### config.mk
export PLATFORM = sky130hd
export DESIGN_NAME = queue_2x81_ctrl
export DESIGN_NICKNAME = d
export VERILOG_FILES = /design/src/rtl/queue_2x81_ctrl.sv
export SDC_FILE = /design/constraint.sdc
export NUM_CORES = 1
export LEC_CHECK = 0
export ABC_AREA = 1
export CAP_MARGIN = 20
export CORE_AREA = 5 5 127 129
export CTS_CLUSTER_SIZE = 28
export DETAILED_ROUTE_END_ITERATION = 6
export DIE_AREA = 0 0 132 134
export GPL_ROUTABILITY_DRIVEN = 0
export SKIP_LAST_GASP = 1
export SYNTH_ARGS = -nofsm -noshare
export SYNTH_HDL_FRONTEND = slang
export SYNTH_SLANG_ARGS = --single-unit
### constraint.sdc
create_clock -name clock -period 1 [get_ports clock]
set_clock_uncertainty 0.1 [all_clocks]
set_input_delay 0.2 -clock clock [delete_from_list [all_inputs] [get_ports clock]]
set_output_delay 0.2 -clock clock [all_outputs]
set_load 0.01 [all_outputs]
### src/rtl/queue_2x81_ctrl.sv
// queue_2x81_ctrl: two-entry ready/valid FIFO controller driving a 2x81 register-file macro.
// Define QUEUE_PIPE_EN to let a full queue accept while it is being dequeued.
module queue_2x81_ctrl #(
  parameter int WIDTH = 81
) (
  input  logic             clock,
  input  logic             reset,
  input  logic             enq_valid,
  output logic             enq_ready,
  input  logic [WIDTH-1:0] enq_bits,
  output logic             deq_valid,
  input  logic             deq_ready,
  output logic [WIDTH-1:0] deq_bits,
  output logic [1:0]       count,
  output logic             R0_addr,
  output logic             R0_en,
  output logic             R0_clk,
  input  logic [WIDTH-1:0] R0_data,
  output logic             W0_addr,
  output logic             W0_en,
  output logic             W0_clk,
  output logic [WIDTH-1:0] W0_data
);
  logic enq_ptr, deq_ptr, maybe_full;
  logic ptr_match, empty, full, do_enq, do_deq;
  always_comb begin
    ptr_match = enq_ptr == deq_ptr;
    empty     = ptr_match & ~maybe_full;
    full      = ptr_match & maybe_full;
`ifdef QUEUE_PIPE_EN
    enq_ready = ~full | deq_ready;
`else
    enq_ready = ~full;
`endif
    deq_valid = ~empty;
    do_enq    = enq_valid & enq_ready;
    do_deq    = deq_valid & deq_ready;
    count     = full ? 2'd2 : {1'b0, enq_ptr ^ deq_ptr};
  end
  assign deq_bits = R0_data;
  assign R0_addr  = deq_ptr;
  assign R0_en    = 1'b1;
  assign R0_clk   = clock;
  assign W0_addr  = enq_ptr;
  assign W0_en    = do_enq;
  assign W0_clk   = clock;
  assign W0_data  = enq_bits;
  always_ff @(posedge clock or negedge reset) begin
    if (!reset) begin
      enq_ptr    <= 1'b0;
      deq_ptr    <= 1'b0;
      maybe_full <= 1'b0;
    end else begin
      if (do_enq) enq_ptr <= ~enq_ptr;
      if (do_deq) deq_ptr <= ~deq_ptr;
      if (do_enq != do_deq) maybe_full <= do_enq;
    end
  end
endmodule
# Yosys cells after proc, flatten, opt, wreduce, memory -nomap -nowiden
# Index checks and enable logic that the tools add are counted.
# word_totals
ff_bits	3
input_bits	166
elab_cells	16
# op_classes
n_eq_ne	2
n_mux	1
bitwise	10
# ops
operator	n
1-bit NOT	5
1-bit AND	4
2-bit 2-to-1 mux	1
1-bit == test	1
1-bit != test	1
1-bit bitwise XOR	1

# Logic depth before layout (Yosys ltp)
# depth
ltp_word	5
depth_mapped	6
depth_no_buf	6

==> run metrics <==
DIE HEIGHT=134 um; status=finished with violations; final net count=228; Yosys reg bits=3; largest net degree at the start of global routing=5; crit-path max FO=3; reg-to-reg setup timing slack=-0.34 ns; startpoint types=register; Ant. Diodes=0; Mapped Area=1450 um^2; max-slew violations=0; share of cells above drive strength 1=0.754; TritonRoute pass-1 iters=2; CTS tree=built; failing checks=setup timing; initial DRC count=14; routed vias=between 500 and 600; Synth Instances=192; Filler Cell Count=1727; syn avg cell area=7.56 um^2; drt wl/cell=15.4 um; FMAX=0.646 GHz; vias per cell=2.37; die area=approximately 18000 um^2; Site Rows=45; fin crit share=1.55; I/O Buffers=12; total core area=14900 um^2; initial antenna violation count=0; P per Cell Area=3820 nW/um^2; Clk Latency, worst-skew pair=0.34 ns; WP data required=0.70 ns; hpwl dp=~3000 um; CP Class=reg2out; setup ws final=-0.549 ns; Mapped Nets=358; pre-CTS setup slack=-0.709 ns; DIE WIDTH=132 um; vias in the first global route=~680; register area=77.6 um^2; Residual DRC=0; remaining global-route overflow=0; Routed WL=3830 um; data arrival time of the critical path=about 1.3 ns; Initial Util=0.0973; first-pass GRT wire length=4690 um; Hold Violations, Final=0; Ports=338; All-Layer GR Usage=0.0398; register area share after synthesis=0.0517; max-cap violations=0; ANT nets after route=0; Final setup viols=12; leakage power=0.351 nW; post-synth cell types=10; fin crit period=1.55 ns; clk slew on worst S/H paths=~0.03 ns; Multi-input gate area=about 130 um^2; Synth-to-Final Area Change=-38.2%; RSZ-0062 raised after global routing=yes; VDD IR max=0.714 mV; Crit. End Element=output pin; Min-Delay Path Class=in2out; aggregate negative setup slack=-4.86 ns; Synth Warn #=0
[synthesized netlist by cell type, drive strengths merged]
master	instances	share of area
buf	166	0.86
conb	1	0.0026
dfrtp	3	0.052
inv	5	0.013
nand2	11	0.035
nand3	5	0.034
or2	1	0.0043
[where the power goes]
part           total (mW)  switching (mW)  internal, mW
sequential          0.291          0.0973         0.194
combinational        1.57           0.647         0.923
clock                1.57           0.306          1.26
[routing by layer]
metal	share of wire	GRT usage	vias to the layer above
met5	0	0	-
met4	0.15	0.0726	0
met3	0.33	0.0664	88
met2	0.37	0.0404	155
met1	0.15	0.0136	200
li1	-	-	148
[layout make-up]
class,count,share of cell area
Sequential cell,3,0.0865
Timing Repair Buffer,25,0.278
Tap cell,188,0.262
Clock buffer,10,0.209
Inverter,5,0.0209
Multi-Input combinational cell,18,0.144
[critical path, cell delays in order (launching register included)]
cell and delay (ns):
dfrtp_2 0.43, inv_2 0.10, nand2_4 0.07, buf_12 0.13
nand3_4 0.08, buf_6 0.10
[registers in the layout (all words and copies together), names as in the netlist]
signal      flops
R0_addr         1
W0_addr         1
maybe_full      1
[path summary, 6_finish.rpt]
check,startpoint,to,cells after the start
worst min-delay path,enq_bits[11],W0_data[11],0
max in group asynchronous,reset,W0_addr,2
worst max register to register,R0_addr,R0_addr,9
min in group asynchronous,reset,maybe_full,2
worst min register to register,maybe_full,W0_addr,3
worst max-delay path,R0_addr,deq_valid,5
[through the flow]
| step | power [mW] | utilization | hold WS [ns] | std cells | instance area (um^2) |
|---|---|---|---|---|---|
| 3_3_place_gp | 1.54 | 0.0409 | 0.298 | 231 | 611 |
| 2_1_floorplan | 1.68 | - | -0.196 | 192 | 1470 |
| 4_1_cts | 3.15 | 0.0558 | 0.300 | 245 | 833 |
| 5_1_grt | 3.61 | 0.0601 | 0.300 | 249 | 897 |
| 6_report | 3.43 | 0.0601 | 0.300 | 249 | 897 |
| 3_5_place_dp | 1.57 | 0.0409 | 0.293 | 231 | 611 |
[logic make-up after synthesis]
| logic type | count (synthesis) | share of synthesized area |
|---|---|---|
| buffers and inverters | 171 | 0.872 |
| AND/OR/NAND/NOR | 17 | 0.0741 |
| flip-flops | 3 | 0.0517 |
| other | 1 | 0.00258 |
[repair_timing]
| item | 4_1_cts | 5_1_grt |
|---|---|---|
| gates cloned | 0 | 0 |
| hold endpoints to repair | 3 | 0 |
| pin swaps | 4 | 5 |
| setup endpoints to repair | 12 | 12 |
| resized for setup | 47 | 7 |
| hold buffers | 1 | 0 |
| buffers inserted | 6 | 5 |
[cell usage in the layout, fill, tap and decap left out, drive strengths merged]
cell type	count
buf	24
nand2	11
or2	1
dfrtp	3
dlygate4sd3	1
clkdlybuf4s50	3
nand3	5
conb	1
clkbuf	7
inv	5
Power figures use the tool's default switching activity.
